==> src/rtl/axi_arb_pkg.sv <==
// Shared types for the 2:1 AXI-lite arbiter: FSM states, grant type, port
// structs for the master-driven (Mw/Mr) and slave-driven (Sw/Sr) halves, and their zero constants.
package axi_arb_pkg;

  localparam int AXI_ADDR_WIDTH = 64;
  localparam int AXI_DATA_WIDTH = 64;
  localparam int AXI_STRB_WIDTH = AXI_DATA_WIDTH / 8;

  typedef enum logic [1:0] {W_IDLE, W_ADDR, W_RESP} wstate_e;
  typedef enum logic [1:0] {R_IDLE, R_ADDR, R_DATA} rstate_e;

  // 0 selects requester m0, 1 selects requester m1
  typedef logic grant_t;

  typedef struct packed {
    logic [AXI_ADDR_WIDTH-1:0] awaddr;
    logic                      awvalid;
    logic [AXI_DATA_WIDTH-1:0] wdata;
    logic [AXI_STRB_WIDTH-1:0] wstrb;
    logic                      wvalid;
    logic                      bready;
  } axi_mw_t;

  typedef struct packed {
    logic       awready;
    logic       wready;
    logic [1:0] bresp;
    logic       bvalid;
  } axi_sw_t;

  typedef struct packed {
    logic [AXI_ADDR_WIDTH-1:0] araddr;
    logic                      arvalid;
    logic                      rready;
  } axi_mr_t;

  typedef struct packed {
    logic                      arready;
    logic [AXI_DATA_WIDTH-1:0] rdata;
    logic [1:0]                rresp;
    logic                      rvalid;
  } axi_sr_t;

  localparam axi_mw_t MW_ZERO = '0;
  localparam axi_sw_t SW_ZERO = '0;
  localparam axi_mr_t MR_ZERO = '0;
  localparam axi_sr_t SR_ZERO = '0;

endpackage

==> src/rtl/axi_arb_pick.sv <==
// Two-way request picker, one per channel. With AXI_ARB_RR_EN defined a tie
// goes to the requester not granted last; otherwise m0 always wins a tie.
module axi_arb_pick
  import axi_arb_pkg::*;
(
  input  logic [1:0] req,
  input  grant_t     last,
  output grant_t     gnt
);

`ifdef AXI_ARB_RR_EN
  assign gnt = (&req) ? ~last : req[1];
`else
  logic unused_last;
  assign unused_last = last;
  assign gnt = req[1] & ~req[0];
`endif

endmodule

==> src/rtl/axi_lite_arbiter_2to1.sv <==
// Shares one AXI-lite master port between m0 (fetch) and m1 (data). Write and read
// channels have independent FSMs; a grant is held until B / R completes. Macro: AXI_ARB_RR_EN.
module axi_lite_arbiter_2to1
  import axi_arb_pkg::*;
(
  input  logic    clk,
  input  logic    rstn,
  input  axi_mw_t m0_mw,
  input  axi_mr_t m0_mr,
  output axi_sw_t m0_sw,
  output axi_sr_t m0_sr,
  input  axi_mw_t m1_mw,
  input  axi_mr_t m1_mr,
  output axi_sw_t m1_sw,
  output axi_sr_t m1_sr,
  output axi_mw_t s_mw,
  output axi_mr_t s_mr,
  input  axi_sw_t s_sw,
  input  axi_sr_t s_sr,
  output wstate_e dbg_wstate,
  output rstate_e dbg_rstate,
  output grant_t  dbg_wgnt,
  output grant_t  dbg_rgnt
);

  // Handshake rule on every channel: a beat transfers on the rising edge where
  // valid and ready are both high; valid never waits on ready.

  wstate_e wstate_q, wstate_d;
  rstate_e rstate_q, rstate_d;
  grant_t  wgnt_q, wgnt_d, wlast_q, wlast_d, wpick;
  grant_t  rgnt_q, rgnt_d, rlast_q, rlast_d, rpick;
  logic    aw_done_q, aw_done_d, w_done_q, w_done_d;

  axi_mw_t wsel_mw;
  axi_mr_t rsel_mr;
  axi_sw_t wsel_sw;
  axi_sr_t rsel_sr;
  logic    aw_hs, w_hs, b_hs, ar_hs, r_hs;
  logic    aw_all, w_all;

  axi_arb_pick u_wpick (
    .req  ({m1_mw.awvalid, m0_mw.awvalid}),
    .last (wlast_q),
    .gnt  (wpick)
  );

  axi_arb_pick u_rpick (
    .req  ({m1_mr.arvalid, m0_mr.arvalid}),
    .last (rlast_q),
    .gnt  (rpick)
  );

  assign wsel_mw = wgnt_q ? m1_mw : m0_mw;
  assign rsel_mr = rgnt_q ? m1_mr : m0_mr;

  // Write routing: an already-completed AW or W beat is masked until the FSM leaves W_ADDR
  always_comb begin
    s_mw    = MW_ZERO;
    wsel_sw = SW_ZERO;
    case (wstate_q)
      W_ADDR: begin
        s_mw            = wsel_mw;
        s_mw.awvalid    = wsel_mw.awvalid & ~aw_done_q;
        s_mw.wvalid     = wsel_mw.wvalid & ~w_done_q;
        wsel_sw.awready = s_sw.awready & ~aw_done_q;
        wsel_sw.wready  = s_sw.wready & ~w_done_q;
      end
      W_RESP: begin
        s_mw.bready    = wsel_mw.bready;
        wsel_sw.bvalid = s_sw.bvalid;
        wsel_sw.bresp  = s_sw.bresp;
      end
      default: ;
    endcase
  end

  assign m0_sw = (wgnt_q == 1'b0) ? wsel_sw : SW_ZERO;
  assign m1_sw = (wgnt_q == 1'b1) ? wsel_sw : SW_ZERO;

  always_comb begin
    s_mr    = MR_ZERO;
    rsel_sr = SR_ZERO;
    case (rstate_q)
      R_ADDR: begin
        s_mr            = rsel_mr;
        rsel_sr.arready = s_sr.arready;
      end
      R_DATA: begin
        s_mr.rready    = rsel_mr.rready;
        rsel_sr.rdata  = s_sr.rdata;
        rsel_sr.rresp  = s_sr.rresp;
        rsel_sr.rvalid = s_sr.rvalid;
      end
      default: ;
    endcase
  end

  assign m0_sr = (rgnt_q == 1'b0) ? rsel_sr : SR_ZERO;
  assign m1_sr = (rgnt_q == 1'b1) ? rsel_sr : SR_ZERO;

  assign aw_hs  = s_mw.awvalid & s_sw.awready;
  assign w_hs   = s_mw.wvalid & s_sw.wready;
  assign b_hs   = (wstate_q == W_RESP) & s_sw.bvalid & s_mw.bready;
  assign ar_hs  = (rstate_q == R_ADDR) & s_mr.arvalid & s_sr.arready;
  assign r_hs   = (rstate_q == R_DATA) & s_sr.rvalid & s_mr.rready;
  assign aw_all = aw_done_q | aw_hs;
  assign w_all  = w_done_q | w_hs;

  always_comb begin
    wstate_d  = wstate_q;
    wgnt_d    = wgnt_q;
    wlast_d   = wlast_q;
    aw_done_d = aw_done_q;
    w_done_d  = w_done_q;
    case (wstate_q)
      W_IDLE: begin
        if (m0_mw.awvalid | m1_mw.awvalid) begin
          wgnt_d   = wpick;
          wstate_d = W_ADDR;
        end
      end
      W_ADDR: begin
        if (aw_all && w_all) begin
          wstate_d  = W_RESP;
          aw_done_d = 1'b0;
          w_done_d  = 1'b0;
        end else begin
          aw_done_d = aw_all;
          w_done_d  = w_all;
        end
      end
      W_RESP: begin
        if (b_hs) begin
          wstate_d = W_IDLE;
          wlast_d  = wgnt_q;
        end
      end
      default: wstate_d = W_IDLE;
    endcase
  end

  always_comb begin
    rstate_d = rstate_q;
    rgnt_d   = rgnt_q;
    rlast_d  = rlast_q;
    case (rstate_q)
      R_IDLE: begin
        if (m0_mr.arvalid | m1_mr.arvalid) begin
          rgnt_d   = rpick;
          rstate_d = R_ADDR;
        end
      end
      R_ADDR: if (ar_hs) rstate_d = R_DATA;
      R_DATA: begin
        if (r_hs) begin
          rstate_d = R_IDLE;
          rlast_d  = rgnt_q;
        end
      end
      default: rstate_d = R_IDLE;
    endcase
  end

  // Last-grant bits reset to m1 so the first tie goes to m0
  always_ff @(posedge clk or negedge rstn) begin
    if (!rstn) begin
      wstate_q  <= W_IDLE;
      wgnt_q    <= 1'b0;
      wlast_q   <= 1'b1;
      aw_done_q <= 1'b0;
      w_done_q  <= 1'b0;
      rstate_q  <= R_IDLE;
      rgnt_q    <= 1'b0;
      rlast_q   <= 1'b1;
    end else begin
      wstate_q  <= wstate_d;
      wgnt_q    <= wgnt_d;
      wlast_q   <= wlast_d;
      aw_done_q <= aw_done_d;
      w_done_q  <= w_done_d;
      rstate_q  <= rstate_d;
      rgnt_q    <= rgnt_d;
      rlast_q   <= rlast_d;
    end
  end

  assign dbg_wstate = wstate_q;
  assign dbg_rstate = rstate_q;
  assign dbg_wgnt   = wgnt_q;
  assign dbg_rgnt   = rgnt_q;

endmodule
==> config.mk <==
export PLATFORM = sky130hd
export DESIGN_NAME = axi_lite_arbiter_2to1
export DESIGN_NICKNAME = d
export VERILOG_FILES = /design/src/rtl/axi_arb_pkg.sv /design/src/rtl/axi_arb_pick.sv /design/src/rtl/axi_lite_arbiter_2to1.sv
export SDC_FILE = /design/constraint.sdc
export NUM_CORES = 1
export LEC_CHECK = 0
export CELL_PAD_IN_SITES_DETAIL_PLACEMENT = 1
export CELL_PAD_IN_SITES_GLOBAL_PLACEMENT = 1
export CORE_AREA = 2 2 332 334
export DETAILED_ROUTE_END_ITERATION = 7
export DIE_AREA = 0 0 334 336
export PLACE_DENSITY = 0.39
export RECOVER_POWER = 100
export SETUP_SLACK_MARGIN = 0.15
export SLEW_MARGIN = 10
export SYNTH_ARGS = -nofsm -noshare
export SYNTH_HDL_FRONTEND = slang
export SYNTH_SLANG_ARGS = --single-unit
==> constraint.sdc <==
create_clock -name clk -period 2.5 [get_ports clk]
set_input_delay 0.75 -clock clk [delete_from_list [all_inputs] [get_ports clk]]
set_output_delay 0.75 -clock clk [all_outputs]
set_load 0.02 [all_outputs]
; Yosys cells after proc, flatten, opt, wreduce, memory -nomap -nowiden
; Cells that the tools add are included.
[totals]
mem_bits_rw = 0
latchBits = 0
regBits = 8
rom_bits = 0
n_memories = 0
in_bits = 485
word_cells = 71
[op_classes]
shift = 0
n_mul = 0
n_eq_ne = 10
addsub = 0
muxes = 24
n_div = 0
bitwise = 22
n_reduce_logical = 9
magnitude_cmp = 0
[op_table]
columns = op, n
row1 = $mux 139, 1
row2 = $mux 138, 1
row3 = $mux 68, 2
row4 = $mux 67, 1
row5 = $mux 66, 1
row6 = $mux 65, 1
row7 = $and 1x1->1, 14
row8 = $mux 2, 7
row9 = $ne 2x2->1 const B, 6
row10 = $pmux 2 s3, 2
row11 = $mux 5, 2
row12 = $reduce_and 3->1, 2
row13 = $mux 1, 5
row14 = $eq 2x1->1 const B, 2
row15 = $eq 2x2->1 const B, 2
row16 = $logic_not 2->1, 2
row17 = $not 1->1, 4
row18 = $or 1x1->1, 4
row19 = $reduce_and 2->1, 2
row20 = $reduce_or 2->1, 2
row21 = $mux 3, 1
row22 = $logic_and 1x1->1, 1

; Logic depth before layout (Yosys ltp)
; Gate-level depths: netlist (run 1).
[logic_depth]
depth_word = 8
ltp_mapped = 6
depth_no_buf = 6

; Hierarchy
; From an unflattened synthesis (run 1), not the netlist that was laid out.
[unflattened]
hier_cells = 697
area_unflattened_um2 = 4717.0
[by_module_without_submodules]
columns = mod, area_per_inst_um2, n_inst, seq_area_each_um2, cells_per_inst
row1 = axi_lite_arbiter_2to1, 4689.5, 1, 252.7, 695
row2 = axi_arb_pick, 13.8, 2, 0.0, 1

; Worst setup path after synthesis (run 1)
; Ideal clock, no wire load.
[synth_path]
path_type = register -> output
start = register wstate_q[1], in the netlist dbg_wstate[1]
end = output port m0_sw[4] (netlist name)
t_arrival_ps = 1878
path_slack_ps = -128
path_stages_with_launch = 6
path_cell_list = dfrtp_1 -> inv_1 -> ha_1 -> inv_1 -> buf_1 -> nor4b_1
[synth_rtl]
columns = item, line
row1 = from (decl), axi_lite_arbiter_2to1.sv:29  ; wstate_e wstate_q, wstate_d;
row2 = from (signal assigned), axi_lite_arbiter_2to1.sv:177  ; wstate_q <= wstate_d;
row3 = to (decl), axi_lite_arbiter_2to1.sv:10  ; output axi_sw_t m0_sw,

==> results_dict.tcl, run 1 <==
set metrics [dict create \
    slew_headroom_pct 55.4 \
    grt_pass1_wl_mm 99.2 \
    holdWs_ns 0.640 \
    outcome "finished, violations left" \
    syn_area_per_cell_sq_um 6.77 \
    hold_class "register to register" \
    finalWeightedCongestion 0.868 \
    overflow 0 \
    cp_max_fo 6 \
    critPathTopFamily "buffers and inverters" \
    fin_util_pct 19.3 \
    synth-async-reset-ratio_pct 100 \
    crit_top_cell "buf_12" \
    endpoint_kind "primary output" \
    grt_pass1_vias 10500 \
    start_util_pct 4.24 \
    finalSetupViolCount 154 \
    drive_above_1_share_pct 56.9 \
    cts_tree "yes" \
    peakVddDrop_uv 286 \
    hold_buffers 0 \
    numCtsBuffers 3 \
    cts-root-buf "clkbuf_16" \
    synth_edf_count 0 \
    chipWidth_um 334 \
    clkTransAtPathRegs_ns 0.06 \
    synthToLayoutAreaGrowth_pct 356 \
    grt_max_degree 42 \
    r2r_start "dbg_wgnt" \
    syn-num-nets 1172 \
    die-area_sq_um 112000 \
    reg2reg_slack_ns 0.29 \
    fin_nets 2212 \
    grt_antenna_before_repair 39 \
    ys_seq_area_share_pct 4.35 \
    port_buffers 841 \
    leakagePower_uw 0.00855 \
    worstPathRequired_ns 1.75 \
    ys_types 29 \
    tns_ns -6.99 \
    post-route-min-period_ns 2.64 \
    timing.critical_path.buf_inv 6 \
    hold_end "dbg_wstate[1]" \
    hold_viol_final 0 \
    min_period_over_period_pct 106 \
    violations "setup timing" \
    crit_chain "buf_12 > buf_12 > buf_12 > buf_16 > buf_8 > mux2i_1 > nor2_1 > buf_4" \
    insertion_delay_ns 0.25 \
    rr_worst_depth 8 \
    place_hpwl_mm 66.0 \
    r2r-end "dbg_wstate[1]" \
    timing.final.max_slew_violations 0 \
    power.density_nw_per_um2 1030 \
    drc 0 \
    htreeDepth 1 \
    cts_sinks 8 \
    grt_setup_unrepaired "true" \
    synth-main-ff-cell "dfrtp_1" \
    maxCapViolCount 0 \
    grt_usage_pct 12.8 \
    viasPerCell 3.09 \
    yosys_warnings 0 \
    fp-row-count 121 \
    synth-seq-cells 8 \
    clock_path_buffers 2 \
    worstPathArrival_ns 1.89 \
    min-delay-start "dbg_wstate[1]" \
    start_kind "register" \
    fmaxAchievable_mhz 378 \
    num_io_pins 842 \
    drt_first_pass_iters 4 \
    hold-path-cell-count 2 \
    crit_slowest_cell "dfrtp_4" \
    synth_area_sq_um 4600 \
    fp.coreArea_sq_um 108000 \
    vias 9689 \
    critical_path_class "register to primary output" \
    setup_ws_ns -0.143 \
    cpPeakStageDelay_ns 0.50 \
    die_h_um 336 \
    worst_pin_slew_ns 0.668 \
    skew_ns 0.00893 \
    synth_cells 679 \
    ant_nets 0 \
    initialDrtViolationCount 185 \
    wl_per_cell_um 24.7 \
    routed_wl_mm 77.4 \
]
report_power, final:
part           switching, uW  leakage (uW)  internal [uW]
Clock                    107     0.0000382            216
Combinational           9650       0.00842          11200
Sequential               103     0.0000968            205
Total                   9860       0.00855          11600
timing repair:
action                                   CTS  global route
setup buffers                             64            35
endpoints found under the setup margin   354           349
endpoints found under the hold margin      0             0
gates resized for setup                 1760           398
gates cloned                              29             9
pin swaps                                 64            73
registers in the layout, summed over array words and instances (netlist names):
signal,count
dbg_wgnt,1
dbg_rgnt,1
dbg_wstate,2
dbg_rstate,2
aw_done_q,1
w_done_q,1
metal layers:
metal,vias to the layer above,share of wire [%],global-route usage [%]
met5,-,0.26,0
met4,30,1.1,0.824
met3,92,7.0,3.82
met2,505,51,23.5
met1,4671,40,15.3
li1,4391,-,-
worst register-to-register path: stages (launching register included):
cell	delay, ns
dfrtp_4	0.50
buf_12	0.16
buf_12	0.21
buf_12	0.15
mux2i_4	0.20
buf_6	0.15
o21ai_0	0.19
o311ai_1	0.18
mux2_1	0.34
cell type report:
type	instances	area, sq um
fillers	12400	87400
repair buffers	1103	12600
multi-input cells	594	6230
well taps	1414	1770
flip-flops and latches	8	208
clock buffers	4	78.8
inverters	9	51.3
diodes	1	2.50
layout by cell type, fill, tap and decap left out, types with 40 or more instances in the layout:
| cell type | n |
|---|---|
| mux2i_4 | 69 |
| buf_4 | 174 |
| and3_4 | 69 |
| nor2_4 | 60 |
| buf_6 | 263 |
| buf_12 | 103 |
| clkdlybuf4s50_1 | 417 |
| mux2i_1 | 96 |
| mux2i_2 | 40 |
| and2_4 | 70 |
| nor2_1 | 112 |
| dlygate4sd2_1 | 55 |
logic make-up after synthesis:
logic type                 count (synthesis)  synth area share [%]
AOI/OAI and AO/OA                         16                  2.50
buffers and inverters                     77                  7.37
and+or+nand+nor                          361                  38.0
muxes                                    209                  45.6
adders and majority gates                  8                  2.18
DFF                                        8                  4.35
how the worst max path moves through the flow:
stage                        from  slack (ns)  cells after the start   endpoint
global placement        m0_mw[52]       -0.56                      4   s_mw[52]
floorplan           dbg_wstate[1]        0.09                      6  s_mw[100]
CTS                      dbg_rgnt       -0.16                      5    s_mr[5]
finish                   dbg_wgnt       -0.14                      8   s_mw[84]
detailed placement      m0_mw[52]       -0.59                      4   s_mw[52]
global route             dbg_wgnt       -0.21                      8   s_mw[86]
metrics by stage:
stage / cell area [sq um] / instances / worst slack, ns / power [uW]
finish: 21000 / 3133 / -0.143 / 21500
global route: 21000 / 3132 / -0.206 / 22600
CTS: 19100 / 3089 / -0.161 / 19800
detailed placement: 16200 / 2992 / -0.587 / 14600
global placement: 16200 / 2992 / -0.565 / 14500
floorplan: 4670 / 679 / 0.0852 / 6160
Yosys cell counts (all sizes together), types with 2 or more instances:
cell / n / area [sq um]
dfrtp: 8 / 200
mux2: 4 / 45.0
a21oi: 6 / 30.0
clkbuf: 38 / 143
mux2i: 205 / 2050
nor2b: 6 / 37.5
buf: 30 / 163
nand2: 3 / 11.3
and3: 72 / 450
nor3: 3 / 15.0
o21ai: 3 / 15.0
ha: 8 / 100
nor3b: 2 / 15.0
and2: 70 / 438
nor2: 203 / 762
inv: 9 / 33.8
Note: power is estimated with default switching activity, not from simulation.
==> run 2: changes to the inputs <==
Settings changed: PLACE_DENSITY 0.39 to default, PLACE_DENSITY_LB_ADDON from default to 0.1.
==> results_dict.tcl, run 2 (synthesis results as in run 1) <==
set metrics [dict create \
    hold_class "register to register" \
    grt_max_degree 22 \
    p_int_uw 10400 \
    critical_path_class "register to primary output" \
    insertion_delay_ns 0.24 \
    die_h_um 336 \
    p_total_uw 19500 \
    swShare_pct 46.6 \
    start_kind "register" \
    setup_ws_ns -0.138 \
    n_fill_cell 12500 \
    ant_nets 0 \
    num_io_pins 842 \
    final_cell_mix "clkdlybuf4s50_1, buf_6, buf_4" \
    fp-row-count 121 \
    post-route-min-period_ns 2.64 \
    cp-startpoint "dbg_wgnt" \
    cts_sinks 8 \
    p_clk_share_pct 1.6 \
    slew_headroom_pct 58.6 \
    endpoint_kind "primary output" \
    worstPathRequired_ns 1.75 \
    drive_above_1_share_pct 52.7 \
    fin_nets 2188 \
    cts_tree "yes" \
    port_buffers 841 \
    place_hpwl_mm 55.9 \
    reg2reg_slack_ns 0.21 \
    netSwitchingPower_uw 9080 \
    vias 9161 \
    leakagePower_uw 0.00825 \
    chipWidth_um 334 \
    placed_area_sq_um 15800 \
    holdWs_ns 0.663 \
    r2r_start "dbg_wgnt" \
    grt_pass1_wl_mm 85.2 \
    seqPwrFrac_pct 1.9 \
    htreeDepth 1 \
    timing.final.max_slew_violations 0 \
    synthToLayoutAreaGrowth_pct 328 \
    multi_input_area_sq_um 5680 \
    drc 0 \
    maxCapViolCount 0 \
    fmaxAchievable_mhz 379 \
    grt_setup_unrepaired "true" \
    min_period_over_period_pct 106 \
    r2r-end "dbg_wstate[0]" \
    grt_pass1_vias 9937 \
    finalWeightedCongestion 0.766 \
    cts-root-buf "clkbuf_16" \
    worst_pin_slew_ns 0.619 \
    clkTransAtPathRegs_ns 0.05 \
    layout_commonest_cell "clkdlybuf4s50_1" \
    power.density_nw_per_um2 990 \
    viasPerCell 2.94 \
    grt_usage_pct 10.9 \
    final_area_sq_um 19700 \
    skew_ns 0.00394 \
    wl_per_cell_um 21.2 \
    crit_top_cell "buf_12" \
    cpPeakStageDelay_ns 0.58 \
    finalSetupViolCount 88 \
    die-area_sq_um 112000 \
    regArea_sq_um 208 \
    hold_viol_final 0 \
    power_frac_comb_pct 96.5 \
    crit_chain "buf_12 > buf_12 > buf_16 > mux2i_1 > nor2_1 > buf_4" \
    routed_wl_mm 65.9 \
    clock_path_buffers 2 \
    drt_first_pass_iters 4 \
    start_util_pct 4.24 \
    crit_slowest_cell "dfrtp_4" \
    cp_max_fo 7 \
    worstPathArrival_ns 1.89 \
    critPathCapture "s_mw[49]" \
    grt_antenna_before_repair 26 \
    peakVddDrop_uv 328 \
    tns_ns -2.99 \
    fp.coreArea_sq_um 108000 \
    rr_worst_depth 8 \
    initialDrtViolationCount 154 \
    violations "setup timing" \
    fin_util_pct 18.2 \
    outcome "finished, violations left" \
    overflow 0 \
    numCtsBuffers 3 \
]
## run 2: cell types whose count changed in the layout (fill, tap and decap cells not counted), moves of 9 or more
cell	delta
buf_12	-21
nor2_4	-28
mux2i_1	+23
mux2i_4	-30
buf_4	+25
clkdlybuf4s50_1	+29
and3_1	+9
nor2_2	+10
buf_2	+12
and3_4	-9
buf_6	-36
dlygate4sd2_1	-15
nor2_1	+18
## run 2: metrics by stage
stage | cells | setup WS [ns]
floorplan | 679 | 0.0852
global placement | 2972 | -0.758
global route | 3111 | -0.184
CTS | 3059 | -0.179
detailed placement | 2972 | -0.731
finish | 3113 | -0.138
## run 2: area by class of cell
class	instances	area share, %
inverters	9	0.293
diodes	5	0.0636
repair inverters	1	0.0382
well taps	1414	8.99
flip-flops and latches	8	1.06
repair buffers	1078	60.3
multi-input cells	594	28.9
clock buffers	4	0.401
## run 2: worst min path at each step
stage | startpoint | to | slack, ns | cells after the start
6_report | dbg_wstate[1] | dbg_wstate[1] | 0.66 | 2
3_5_place_dp | dbg_rstate[1] | dbg_rstate[1] | 0.56 | 1
3_3_place_gp | dbg_rstate[1] | dbg_rstate[1] | 0.56 | 1
2_1_floorplan | rstn | aw_done_q | 0.45 | 0
5_1_grt | dbg_wstate[1] | dbg_wstate[1] | 0.69 | 2
4_1_cts | dbg_wstate[1] | dbg_wstate[1] | 0.68 | 2
## run 2: routing by layer
metal,wire [um],global-route usage [%],vias up
met1,22700,10.9,4252
met5,230,0,-
met4,911,1.42,38
li1,-,-,4359
met2,36000,21.2,448
met3,6090,4.49,64
## run 2: critical path: cells and delay by family, from the launching register on
kind	cells	cell delay, ns
buffers and inverters	4	0.69
flip-flops	1	0.58
AND/OR/NAND/NOR	1	0.20
multiplexers	1	0.12
## run 2: power groups by stage
| stage | clock network [uW] | registers, uW | logic (uW) |
|---|---|---|---|
| after floorplan | 0 | 317 | 5840 |
| after global placement | 0 | 365 | 13900 |
| after detailed placement | 0 | 366 | 13900 |
| after CTS | 321 | 365 | 16600 |
| after global routing | 330 | 386 | 19900 |
| final | 306 | 367 | 18800 |
## run 2: timing repair
action	in CTS	in global routing
gates resized for setup	1434	504
setup endpoints to repair	354	343
hold buffers	0	0
setup buffers	63	41
gates cloned	21	8
endpoints found under the hold margin	0	0
pin swaps	24	48
==> run 3: changes to the inputs <==
Settings changed: HOLD_SLACK_MARGIN from default to 0.06, PLACE_DENSITY_LB_ADDON 0.1 to 0.2.
==> results_dict.tcl, run 3 (synthesis results as in run 1) <==
set metrics [dict create \
    outcome "finished, violations left" \
    violations "setup timing" \
    cts-root-buf "clkbuf_16" \
    drt_first_pass_iters 4 \
    finalSetupViolCount 120 \
    maxCapViolCount 0 \
    min_period_over_period_pct 105 \
    overflow 0 \
    critPathCapture "s_mw[46]" \
    chipWidth_um 334 \
    synthToLayoutAreaGrowth_pct 372 \
    critical_path_class "register to primary output" \
    crit_slowest_cell "dfrtp_4" \
    post-route-min-period_ns 2.64 \
    initialDrtViolationCount 185 \
    drc 0 \
    setup_ws_ns -0.136 \
    crit_top_cell "buf_12" \
    htreeDepth 1 \
    routed_wl_mm 73.4 \
    dpl_worst_slack_ns -0.653 \
    finalWeightedCongestion 0.834 \
    insertion_delay_ns 0.24 \
    clock_path_buffers 2 \
    leakagePower_uw 0.00874 \
    fin_nets 2226 \
    wl_per_cell_um 23.3 \
    clkTransAtPathRegs_ns 0.04 \
    grt_antenna_before_repair 21 \
    cts_tree "yes" \
    grt_max_degree 28 \
    grt_usage_pct 12.0 \
    endpoint_kind "primary output" \
    fin_util_pct 20.0 \
    reg2reg_slack_ns 0.04 \
    worst_pin_slew_ns 0.569 \
    start_util_pct 4.24 \
    fp.coreArea_sq_um 108000 \
    grt_pass1_vias 10400 \
    finalNonFillerCells 3154 \
    placed_area_sq_um 16600 \
    start_kind "register" \
    cp_max_fo 9 \
    grt_setup_unrepaired "true" \
    ant_nets 0 \
    r2r-end "dbg_wstate[1]" \
    viasPerCell 3.02 \
    fp-row-count 121 \
    slew_headroom_pct 62.2 \
    crit_chain "buf_12 > buf_12 > buf_12 > buf_12 > mux2i_4 > nor2_2 > buf_12" \
    final_area_sq_um 21700 \
    die-area_sq_um 112000 \
    cpPeakStageDelay_ns 0.49 \
    drive_above_1_share_pct 58.2 \
    hold_buffers 0 \
    placedCellCount 2985 \
    power.density_nw_per_um2 1060 \
    die_h_um 336 \
    peakVddDrop_uv 377 \
    vias 9527 \
    layout_commonest_cell "clkdlybuf4s50_1" \
    port_buffers 841 \
    worstPathRequired_ns 1.75 \
    place_hpwl_mm 60.9 \
    numCtsBuffers 3 \
    final_cell_mix "clkdlybuf4s50_1, buf_6, buf_4" \
    rr_worst_depth 10 \
    cts_sinks 8 \
    worstPathArrival_ns 1.89 \
    cp-startpoint "dbg_wgnt" \
    r2r_start "dbg_wgnt" \
    fmaxAchievable_mhz 379 \
    hold_viol_final 0 \
    timing.final.max_slew_violations 0 \
    hold_class "register to register" \
    tns_ns -6.64 \
    min-delay-start "dbg_wstate[1]" \
    n_fill_cell 12400 \
    skew_ns 0.00593 \
    num_io_pins 842 \
    grt_pass1_wl_mm 92.9 \
]
-- run 3: cell types whose count changed in the layout (fill, tap and decap cells not counted), sizes merged, moves of 4 or more --
cell,change
clkbuf,+22
dlymetal6s2s,-9
buf,+29
clkdlybuf4s15,-4
dlygate4sd2,+32
clkdlybuf4s50,-37
-- run 3: layer usage --
layer | vias up | global-route usage [%] | wire (um)
li1 | 4439 | - | -
met1 | 4542 | 14.1 | 29300
met2 | 484 | 21.5 | 37700
met3 | 58 | 2.91 | 4740
met4 | 4 | 3.21 | 1740
met5 | - | 0 | 17
-- run 3: worst min-delay path by stage --
| stage | endpoint | slack (ns) | cells after the start |
|---|---|---|---|
| floorplan | aw_done_q | 0.45 | 0 |
| global route | dbg_wstate[1] | 0.68 | 2 |
| CTS | dbg_wstate[1] | 0.65 | 2 |
| detailed placement | dbg_wstate[1] | 0.62 | 2 |
| global placement | dbg_wstate[1] | 0.59 | 2 |
| finish | dbg_wstate[1] | 0.65 | 2 |
-- run 3: what timing repair did --
item                                    4_1_cts  5_1_grt
pin swaps                                    55       67
endpoints found under the setup margin      353      336
setup buffers                                81       34
gates cloned                                 19       23
resized for setup                          1661      444
-- run 3: metrics by stage --
step           total power (uW)  hold slack (ns)
6_report                  22900            0.652
4_1_cts                   20300            0.650
3_3_place_gp              15300            0.593
2_1_floorplan              6160            0.454
3_5_place_dp              15300            0.619
5_1_grt                   24000            0.678
-- run 3: final cells by class --
| class | instances | area (sq um) | area share [%] |
|---|---|---|---|
| Inverter | 9 | 53.8 | 0.248 |
| Sequential cell | 8 | 209 | 0.963 |
| Clock buffer | 4 | 78.8 | 0.363 |
| Tap cell | 1414 | 1770 | 8.15 |
| Multi-Input combinational cell | 594 | 6570 | 30.3 |
| Antenna cell | 8 | 20.0 | 0.0922 |
| Timing Repair Buffer | 1117 | 13000 | 59.9 |
-- run 3: where the power goes --
| part | internal (uW) | switching (uW) |
|---|---|---|
| registers | 206 | 103 |
| logic | 12100 | 10200 |
| clock network | 214 | 76.9 |
| total | 12500 | 10400 |
-- run 3: worst max-delay path: cells and delay by family, from the launching register on --
family | cells | cell delay (ns)
flops | 1 | 0.49
buf+inv | 5 | 0.77
mux | 1 | 0.19
simple gates | 1 | 0.14
